[src/rtl/cache_pkg.sv]
// Shared types for the two-way cache sequencer: FSM encoding, default geometry and victim choice.
// Pure declarations; no timing or flow control of its own.
package cache_pkg;

    localparam int IDX_SIZE_DEF = 6;
    localparam int BLOCK_NO_DEF = 64;

    typedef enum logic [2:0] {
        S_IDLE,
        S_LOOKUP,
        S_WT_WR,
        S_EVICT,
        S_FILL,
        S_REFILL
    } state_t;

    // Invalid ways are always reused first; only a full set falls back to LRU.
    function automatic logic pick_victim(input logic valid_s1, input logic valid_s2, input logic lru);
        if (!valid_s1) begin
            return 1'b0;
        end
        if (!valid_s2) begin
            return 1'b1;
        end
        return ~lru;
    endfunction

endpackage

[src/rtl/cache_lru_table.sv]
// Per-set LRU bit (0 = s1 used last, 1 = s2 used last): one sync write port, one async read port.
// Write lands on the next rising edge; no backpressure.
module cache_lru_table
    import cache_pkg::*;
#(
    parameter int idx_size = IDX_SIZE_DEF,
    parameter int block_no = BLOCK_NO_DEF
) (
    input  logic                clk_i,
    input  logic                rst_i,
    input  logic                we_i,
    input  logic [idx_size-1:0] waddr_i,
    input  logic                wdata_i,
    input  logic [idx_size-1:0] raddr_i,
    output logic                rdata_o
);

    logic [block_no-1:0] lru_q;

    always_ff @(posedge clk_i or posedge rst_i) begin
        if (rst_i) begin
            lru_q <= '0;
        end else if (we_i) begin
            lru_q[waddr_i] <= wdata_i;
        end
    end

    assign rdata_o = lru_q[raddr_i];

endmodule

[src/rtl/cache_seq_ctrl.sv]
// Two-way set-associative cache controller: lookup, write-through, evict, fill and replay sequencing.
// Hit completes in two cycles; misses and write-through stall until l2_ack_i, the CPU holds its request.
module cache_seq_ctrl
    import cache_pkg::*;
#(
    parameter int idx_size = IDX_SIZE_DEF,
    parameter int block_no = BLOCK_NO_DEF
) (
    input  logic                clk_i,
    input  logic                rst_i,
    input  logic                cpu_req_i,
    input  logic                cpu_we_i,
    input  logic [idx_size-1:0] idx_i,
    input  logic                write_through_i,
    input  logic                hit_s1_i,
    input  logic                hit_s2_i,
    input  logic                valid_s1_i,
    input  logic                valid_s2_i,
    input  logic                dirty_s1_i,
    input  logic                dirty_s2_i,
    input  logic                l2_ack_i,
    output logic                cpu_done_o,
    output logic                l2_req_o,
    output logic                l2_we_o,
    output logic                we_s1_o,
    output logic                we_s2_o,
    output logic                fill_o,
    output logic                evict_way_o,
    output logic                err_o
);

    state_t              state_q, state_d;
    logic [idx_size-1:0] idx_q, idx_d;
    logic                we_q, we_d;
    logic                wt_q, wt_d;
    logic                evict_q, evict_d;
    logic                err_q, err_d;

    logic lru_we;
    logic lru_wdata;
    logic lru_rdata;
    logic any_hit;
    logic victim;
    logic victim_valid;
    logic victim_dirty;

    cache_lru_table #(
        .idx_size (idx_size),
        .block_no (block_no)
    ) u_lru (
        .clk_i   (clk_i),
        .rst_i   (rst_i),
        .we_i    (lru_we),
        .waddr_i (idx_q),
        .wdata_i (lru_wdata),
        .raddr_i (idx_q),
        .rdata_o (lru_rdata)
    );

    assign any_hit      = hit_s1_i | hit_s2_i;
    assign victim       = pick_victim(valid_s1_i, valid_s2_i, lru_rdata);
    assign victim_valid = victim ? valid_s2_i : valid_s1_i;
    assign victim_dirty = victim ? dirty_s2_i : dirty_s1_i;

    always_comb begin
        state_d    = state_q;
        idx_d      = idx_q;
        we_d       = we_q;
        wt_d       = wt_q;
        evict_d    = evict_q;
        err_d      = err_q;
        cpu_done_o = 1'b0;
        l2_req_o   = 1'b0;
        l2_we_o    = 1'b0;
        we_s1_o    = 1'b0;
        we_s2_o    = 1'b0;
        fill_o     = 1'b0;
        lru_we     = 1'b0;
        lru_wdata  = 1'b0;

        case (state_q)
            S_IDLE: begin
                if (cpu_req_i) begin
                    state_d = S_LOOKUP;
                    idx_d   = idx_i;
                    we_d    = cpu_we_i;
                    wt_d    = write_through_i;
                end
            end
            S_LOOKUP: begin
                if (any_hit) begin
                    // A double hit is resolved as s1 so the array write stays one-hot.
                    lru_we    = 1'b1;
                    lru_wdata = ~hit_s1_i;
                    if (hit_s1_i && hit_s2_i) begin
                        err_d = 1'b1;
                    end
                    if (we_q) begin
                        we_s1_o = hit_s1_i;
                        we_s2_o = ~hit_s1_i;
                    end
                    if (we_q && wt_q) begin
                        state_d = S_WT_WR;
                    end else begin
                        cpu_done_o = 1'b1;
                        state_d    = S_IDLE;
                    end
                end else begin
                    evict_d = victim;
                    state_d = (victim_valid && victim_dirty && !wt_q) ? S_EVICT : S_FILL;
                end
            end
            S_WT_WR: begin
                l2_req_o = 1'b1;
                l2_we_o  = 1'b1;
                if (l2_ack_i) begin
                    cpu_done_o = 1'b1;
                    state_d    = S_IDLE;
                end
            end
            S_EVICT: begin
                l2_req_o = 1'b1;
                l2_we_o  = 1'b1;
                if (l2_ack_i) begin
                    state_d = S_FILL;
                end
            end
            S_FILL: begin
                l2_req_o = 1'b1;
                if (l2_ack_i) begin
                    state_d = S_REFILL;
                end
            end
            S_REFILL: begin
                // Replay through LOOKUP so the original access completes as an ordinary hit.
                we_s1_o = ~evict_q;
                we_s2_o = evict_q;
                fill_o  = 1'b1;
                state_d = S_LOOKUP;
            end
            default: begin
                state_d = S_IDLE;
            end
        endcase
    end

    always_ff @(posedge clk_i or posedge rst_i) begin
        if (rst_i) begin
            state_q <= S_IDLE;
            idx_q   <= '0;
            we_q    <= 1'b0;
            wt_q    <= 1'b0;
            evict_q <= 1'b0;
            err_q   <= 1'b0;
        end else begin
            state_q <= state_d;
            idx_q   <= idx_d;
            we_q    <= we_d;
            wt_q    <= wt_d;
            evict_q <= evict_d;
            err_q   <= err_d;
        end
    end

    assign evict_way_o = evict_q;
    assign err_o       = err_q;

endmodule

[config.mk]
export PLATFORM = sky130hd
export DESIGN_NAME = cache_seq_ctrl
export DESIGN_NICKNAME = d
export VERILOG_FILES = /design/src/rtl/cache_pkg.sv /design/src/rtl/cache_lru_table.sv /design/src/rtl/cache_seq_ctrl.sv
export SDC_FILE = /design/constraint.sdc
export NUM_CORES = 1
export LEC_CHECK = 0
export ABC_CLOCK_PERIOD_IN_PS = 2900
export CORE_ASPECT_RATIO = 1.25
export CORE_MARGIN = 1
export CORE_UTILIZATION = 25
export CTS_CLUSTER_DIAMETER = 40
export DETAILED_ROUTE_END_ITERATION = 8
export GPL_TIMING_DRIVEN = 1
export PLACE_DENSITY_LB_ADDON = 0.1
export SLEW_MARGIN = 20
export SYNTH_ARGS = -nofsm -noshare
export SYNTH_HDL_FRONTEND = slang
export SYNTH_SLANG_ARGS = --single-unit
[constraint.sdc]
create_clock -name clk_i -period 2.9 [get_ports clk_i]
set_clock_uncertainty 0.2 [all_clocks]
set_input_delay 0.58 -clock clk_i [delete_from_list [all_inputs] [get_ports clk_i]]
set_output_delay 0.58 -clock clk_i [all_outputs]
set_load 0.05 [all_outputs]
# --- After elaboration in Yosys (flattened, before gate mapping) ---
# Index checks and enable logic that the tools add are counted.
word_totals:
  in_bits: 18
  latch_bits: 0
  word_cells: 74
  reg_bits: 77
  ram_bits: 0
  rom_bits: 0
  memories: 0
  output_inout_bits: 8
op_classes:
  mul: 0
  n_mux: 38
  n_div: 0
  n_shift: 0
  bitwise_logic: 5
  n_reduce_logical: 13
  n_lt_le_gt_ge: 2
  eq_ne: 9
  n_addsub: 0
op_table:
  columns: ["operator", "n"]
  rows:
  - ["64-bit bitwise mux", 1]
  - ["1-bit two-way mux", 24]
  - ["3-bit two-way mux", 6]
  - ["3-bit one-hot mux with 6 select lines", 1]
  - ["2-bit inequality test (second input constant)", 4]
  - ["6-bit by 7-bit less-than comparator with 1-bit output (second input constant)", 1]
  - ["1-bit binary-select mux with 6-bit select", 1]
  - ["1-bit demux with 6-bit select", 1]
  - ["3-bit by 2-bit equality test with 1-bit output (second input constant)", 2]
  - ["3-bit equality test (second input constant)", 2]
  - ["6-bit by 1-bit greater-or-equal comparator with 1-bit output (second input constant)", 1]
  - ["1-bit one-hot mux with 2 select lines", 3]
  - ["1-bit logical AND", 5]
  - ["1-bit NOT", 4]
  - ["2-bit AND reduction", 2]
  - ["4-bit AND reduction", 1]
  - ["3-bit by 1-bit equality test with 1-bit output (second input constant)", 1]
  - ["3-bit zero test", 1]
  - ["3-bit AND reduction", 1]
  - ["3-bit OR reduction", 1]
  - ["2-bit two-way mux", 1]
  - ["2-bit OR reduction", 1]
  - ["1-bit zero test", 1]
  - ["1-bit OR", 1]

# --- Longest topological paths before layout ---
# Gate-level depths: netlist of run 1.
depth:
  depth_word: 11
  mapped_depth: 9
  depth_no_buf: 7

# --- Modules after synthesis ---
# Synthesis of run 1 repeated with hierarchy kept, for this count alone.
unflattened:
  cells_unflattened: 345
  area_unflattened_um2: 4086.4
modules_own_cells:
  columns: ["mod", "cells_per_inst", "instances", "seq_area_each_um2", "area_each_um2"]
  rows:
  - ["cache_lru_table", 280, 1, 1601.5, 3353.2]
  - ["cache_seq_ctrl", 65, 1, 325.3, 733.2]

# --- Worst setup path before layout of run 1 ---
# OpenSTA, ideal clock, no wires.
synth_path:
  kind: "register to output"
  from: "register state_q[1]"
  to: "output port we_s2_o"
  required_time_ns: 2.120
  arrival_ns: 2.049
  path_slack_ns: 0.071
  stages_incl_launch_ff: 8
  path_buffers: 1
  path_cell_list: "dfrtp_1 nand2b_1 nor2_2 nand2_1 nor2_1 clkbuf_1 a22oi_1 nor2_1"
synth_between:
  elab_chain_len: 2
  word_cells_on_any_way: 3
  cone_classes: "2 x eq/ne; 1 x mux"
synth_lines:
  columns: ["element", "line_no", "text"]
  rows:
  - ["start, declared", "cache_seq_ctrl.sv:32", "state_t state_q, state_d;"]
  - ["start signal, assigned", "cache_seq_ctrl.sv:156", "state_q <= state_d;"]
  - ["3-bit equality test / 3-bit by 1-bit equality test with 1-bit output (equally long branches)", "cache_seq_ctrl.sv:81", "case (state_q)"]
  - ["1-bit one-hot mux with 2 select lines (*)", "cache_seq_ctrl.sv:81", null]
  - ["end, declared", "cache_seq_ctrl.sv:26", "output logic we_s2_o,"]
# Every way passes the cells marked *; elsewhere a longest branch is shown, timed or not.

# --- Final worst setup path of run 1 ---
layout_path:
  from: "register state_q[1]"
  to: "output port fill_o"
layout_between:
  elab_chain_len: 2
layout_lines:
  columns: ["element", "line_no", "text"]
  rows:
  - ["3-bit equality test", "cache_seq_ctrl.sv:81", null]
  - ["1-bit two-way mux", "cache_seq_ctrl.sv:81", null]
  - ["end, declared", "cache_seq_ctrl.sv:27", "output logic fill_o,"]
# Every way passes these cells.

==> run metrics, run 1 <==
Top FF cell, synth=dfrtp_1; crit path buf inv count=1; total setup buffers inserted after CTS=0; Clk pwr share=0.287; layout cells sized above 1=0.184; leakage=about 2.1 nW; Mapped Cells=between 300 and 400; Post-route DRC=0; n_diodes=0; Cell Area, Placed=around 4600 sq um; count of cell types in the netlist=50; largest net degree at the start of global routing=36; CORE AREA=between 15000 and 20000 sq um; die height=between 100 and 150 microns; required time of the critical path=between 2 and 2.5 ns; Initial DRC Count=between 150 and 200; grt ovf=0; GP Congestion=approximately 0.76; via count=3073; Worst-Margin Slew=~0.55 ns; VDD IR max=268 uV; top-count cell post-synth=dfrtp_1; Data arrival, critical path=2.03 ns; Max Clk Rate=approximately 360 MHz; Total Power=around 4.6 mW; CP Depth=3; switching share of total power=0.392; Hold Crit Class=reg -> reg; via-per-instance ratio=4.84; critical path's top delay family=buffers and inverters; layout net count=436; fin. max-slew vios=0; I/O Pins=26; Area Overhead vs Synth=23.7%; Reg2Reg Setup Slack=about 0.4 ns; status=completed; RSZ-0062 raised after global routing=no; Initial Util=0.257; hpwl dp=8.25 mm; Synth warnings=0; Row Count=between 50 and 60; fin worst setup slack=between 0.09 and 0.1 ns; Setup CP Type=reg -> out; post-synth top area cell=dfrtp_1; Syn Area/Cell=10.5 sq um; chip width=~120 microns; Gate power share=0.397; Post-Place Cells=approximately 620; first-pass GRT wire length=approximately 19 mm; vias in the first global route=between 3000 and 4000; DR pass1 iterations=4; hold depth=1; Post-synth ARST share=1.00; Inserted Clock Buffers=9; I/O Buffers=25; Startpoint Class=flip-flop; Tmin final=2.81 ns; Synth Cell Area=around 4000 sq um; Worst-path clk slew=0.06 ns; Max stage delay cell, worst path=clkdlybuf4s50_1; Setup WS pre-CTS=approximately 0.15 ns; max-cap violations=0; final non-filler cell total=around 640; die area=around 17000 sq um; Yosys reg bits=slightly below 80; clock tree buffer depth=2; Net Count, Synth=around 400; Routed WL=between 10 and 15 mm; number of synthesized flops with an enable pin=0; top cell type's share of synthesized area=0.477; post-synthesis sequential area ratio=0.477; Relative slew margins=0.634; clock latency on the worst-skew pair=0.34 ns; Fin. Hold Viols=0; Root Buffer=clkbuf_16; Sw Pwr=about 1.8 mW; main area contributors after synthesis=dfrtp_1, mux2_1, o31ai_1, mux2_2, nand2_1; Post-synth top cells=dfrtp_1, nand2_1, o21ai_0; H-tree lvl count=3; worst-path fanout max=6; filler cell count=approximately 1600; setup tns final=0 ns; crit-path cells=nand2b_1, nor2_1, clkdlybuf4s50_1; Finish-stage setup viols=0; Design Area, Final=4990 sq um; WL/cell=roughly 18 microns; cell count of the worst reg-to-reg path=9; GRT Total Usage=0.154; slowest stage delay, CP=0.81 ns; Pint=about 2.8 mW; Cell Pwr Density=923 nW/um^2; Routed Antenna Nets=0; Final Cycle Share=0.968; Worst setup EP type=output port; total clock sinks=77; initial antenna violation count=0; Flop pwr share=0.316; CTS tree=yes
-- sequential cells by signal, summed over array words and instances, names as in the netlist --
register,count
u_lru.lru_q,64
idx_q,6
state_q,3
err_o,1
evict_way_o,1
we_q,1
wt_q,1
-- layout make-up --
cell class / instances / area (sq um) / area share
sequential: 77 / 1930 / 0.386
clock buffer: 10 / 239 / 0.0479
timing repair buffer: 47 / 475 / 0.0952
multi-input combinational: 278 / 1960 / 0.392
tap: 212 / 265 / 0.0531
clock inverter: 6 / 110 / 0.0221
inverter: 5 / 20.0 / 0.00401
-- power groups by stage --
stage | Clock (mW) | Sequential (mW) | Combinational, mW
3_5_place_dp | 0 | 1.48 | 1.85
5_1_grt | 1.40 | 1.49 | 2.00
2_1_floorplan | 0 | 1.41 | 1.25
3_3_place_gp | 0 | 1.47 | 1.86
6_report | 1.32 | 1.46 | 1.83
4_1_cts | 1.35 | 1.46 | 1.86
-- worst register-to-register path, stage by stage (launching register included) --
cell and delay, ns:
dfrtp_1 0.46, buf_4 0.19, nor2b_1 0.15, buf_4 0.18, a221oi_1 0.29, nor2_1 0.13
o211ai_1 0.31, and3_4 0.26, a32o_1 0.18, a21oi_2 0.04
-- path summary, 6_finish.rpt --
check	start	end
worst min-delay path	u_lru.lru_q[31]	u_lru.lru_q[31]
min in group asynchronous	rst_i	evict_way_o
worst max-delay path	state_q[1]	fill_o
worst max register to register	idx_q[0]	state_q[2]
worst min register to register	u_lru.lru_q[31]	u_lru.lru_q[31]
max in group asynchronous	rst_i	u_lru.lru_q[19]
-- stage by stage --
stage,util,hold slack (ns)
4_1_cts,0.318,0.295
3_5_place_dp,0.295,0.281
2_1_floorplan,-,0.253
6_report,0.318,0.289
5_1_grt,0.318,0.307
3_3_place_gp,0.295,0.268
-- cells by family (layout without fill, tap and decap cells) --
group | after synthesis | after routing | share of synthesized area
buffers and inverters | 31 | 68 | 0.0381
and+or+nand+nor | 109 | 109 | 0.131
muxes | 58 | 58 | 0.162
AOI/OAI and AO/OA | 111 | 111 | 0.192
DFF | 77 | 77 | 0.477
-- placed cells by master (no fill, tap or decap), drive strengths merged, types with 3 or more instances in the layout --
cell / instances
nor3b: 3
a22oi: 9
clkdlybuf4s50: 20
nor2: 23
clkbuf: 10
nand2b: 3
a221oi: 10
o21ai: 37
a211oi: 3
dfrtp: 77
bufinv: 3
nand2: 58
mux2: 44
o31ai: 32
buf: 25
inv: 4
mux2i: 13
a21oi: 4
nor2b: 3
a31oi: 4
and3: 4
-- routing by layer --
layer / track usage / vias up / share of wire
met4: 0.0594 / 0 / 0.016
met3: 0.0285 / 14 / 0.019
met1: 0.190 / 1532 / 0.47
li1: - / 1495 / -
met5: 0 / - / 0
met2: 0.265 / 32 / 0.50
-- timing repair --
action,CTS,global route
hold buffers,0,0
setup endpoints to repair,0,2
gates resized for setup,0,2
No activity file was read; power rests on OpenSTA's default activity.
==> inputs of run 2 (changes only) <==
--- a/config.mk
+++ b/config.mk
@@ -5,10 +5,10 @@
 export SDC_FILE = /design/constraint.sdc
 export NUM_CORES = 1
 export LEC_CHECK = 0
-export ABC_CLOCK_PERIOD_IN_PS = 2900
+export ABC_CLOCK_PERIOD_IN_PS = 2700
 export CORE_ASPECT_RATIO = 1.25
 export CORE_MARGIN = 1
-export CORE_UTILIZATION = 25
+export CORE_UTILIZATION = 45
 export CTS_CLUSTER_DIAMETER = 40
 export DETAILED_ROUTE_END_ITERATION = 8
 export GPL_TIMING_DRIVEN = 1
==> constraint.sdc (replaced) <==
create_clock -name clk_i -period 2.7 [get_ports clk_i]
set_clock_uncertainty 0.2 [all_clocks]
set_input_delay 0.54 -clock clk_i [delete_from_list [all_inputs] [get_ports clk_i]]
set_output_delay 0.54 -clock clk_i [all_outputs]
set_load 0.05 [all_outputs]
==> run metrics, run 2 (synthesis results as in run 1) <==
crit-path cells=inv_1, nand2_1, inv_1, clkdlybuf4s50_1; Sw Pwr=around 1.8 mW; Data arrival, critical path=around 1.9 ns; Area Overhead vs Synth=19.4%; Final Cycle Share=0.972; worst-path fanout max=4; status=completed; I/O Buffers=25; vias in the first global route=a little over 3000; I/O Pins=26; die area=9350 sq um; via count=~3100; required time of the critical path=1.96 ns; RSZ-0062 raised after global routing=no; Routed WL=9.83 mm; Max stage delay cell, worst path=clkdlybuf4s50_1; largest net degree at the start of global routing=50; hpwl dp=between 7 and 8 mm; Clk pwr share=0.219; total clock sinks=just under 80; Tmin final=2.62 ns; clock tree buffer depth=2; Routed Antenna Nets=0; Setup CP Type=reg -> out; max-cap violations=0; n_diodes=0; max FFs per register=between 60 and 70; smallest hold slack=0.267 ns; die height=approximately 110 microns; switching share of total power=0.403; CORE AREA=between 8000 and 9000 sq um; initial antenna violation count=0; layout net count=between 400 and 500; Worst path most repeated cell=inv_1; Root Buffer=clkbuf_8; most frequent cells in the layout=dfrtp_1, nand2_1, o21ai_0; Worst-Margin Slew=0.512 ns; slowest stage delay, CP=approximately 0.80 ns; clock latency on the worst-skew pair=between 0.3 and 0.4 ns; Row Count=38; grt ovf=0; Post-route DRC=0; chip width=86.7 microns; Initial Util=0.464; Flop pwr share=0.338; Inserted Clock Buffers=9; GRT Total Usage=0.231; GP Congestion=roughly 0.84; fin. max-slew vios=0; Gate power share=0.443; VDD IR max=roughly 470 uV; WL/cell=between 15 and 20 microns; Relative slew margins=0.659; registers with the most flip-flops=u_lru.lru_q x64, idx_q x6, state_q x3; Cell Pwr Density=between 900 and 1000 nW/um^2; Startpoint Class=flip-flop; H-tree lvl count=3; most common cell after layout, fill and taps aside=dfrtp_1; Worst-path clk slew=roughly 0.080 ns; layout cells sized above 1=0.206; Max Clk Rate=roughly 380 MHz; Fin. Hold Viols=0; CTS tree=yes; first-pass GRT wire length=16.1 mm; Design Area, Final=approximately 4800 sq um; Initial DRC Count=160; leakage=about 2.1 nW; DR pass1 iterations=4; Reg with most FFs=u_lru.lru_q; Hold Crit Class=reg -> reg; Worst setup EP type=output port; setup tns final=0 ns; via-per-instance ratio=approximately 5.7; Cell Area, Placed=between 4000 and 5000 sq um; Finish-stage setup viols=0; Pint=approximately 2.7 mW
-- run 2: per-layer routing --
metal | global-route usage | share of wire
met1 | 0.297 | 0.45
met4 | 0.0940 | 0.023
met3 | 0.0376 | 0.033
met5 | 0 | 0
met2 | 0.385 | 0.50
-- run 2: through the flow --
stage	setup WS, ns	total power, mW	utilization	cells
6_report	0.0761	4.52	0.554	548
5_1_grt	0.00234	4.77	0.554	548
4_1_cts	0.00177	4.52	0.552	548
3_5_place_dp	0.130	3.53	0.526	532
3_3_place_gp	0.191	3.51	0.526	532
2_1_floorplan	0.106	2.87	-	386
-- run 2: critical path, delay by kind of cell (launching register included) --
kind	cells	cell delay, ns
buf+inv	3	1.03
flops	1	0.39
simple gates	1	0.10
-- run 2: what timing repair did --
item                                    4_1_cts  5_1_grt
resized for setup                             0        4
hold buffers                                  0        0
hold endpoints to repair                      0        0
endpoints found under the setup margin        0        2
buffers inserted                              0        0
-- run 2: power by group through the flow --
stage / combinational (mW) / sequential, mW / clock, mW
final: 2.00 / 1.53 / 0.987
after global routing: 2.17 / 1.55 / 1.05
after CTS: 1.99 / 1.52 / 1.01
after detailed placement: 1.98 / 1.54 / 0
after global placement: 1.97 / 1.54 / 0
after floorplan: 1.35 / 1.52 / 0
-- run 2: worst paths after layout --
path                                 start         endpoint  slack, ns  cells past startpoint
min in group asynchronous            rst_i  u_lru.lru_q[34]       0.28                      2
worst min-delay path                 err_o            err_o       0.27                      1
worst max-delay path            state_q[2]          l2_we_o       0.08                      4
max in group asynchronous            rst_i  u_lru.lru_q[16]       1.49                      3
worst max register to register    idx_q[2]       state_q[2]       0.34                      8
worst min register to register       err_o            err_o       0.27                      1
-- run 2: layout make-up --
class | instances | area, sq um
clock buffers | 12 | 155
flip-flops and latches | 77 | 1930
inverters | 5 | 22.5
well taps | 120 | 150
repair buffers | 52 | 515
clock inverters | 4 | 70.1
multi-input cells | 278 | 1980
fillers | 779 | 3880
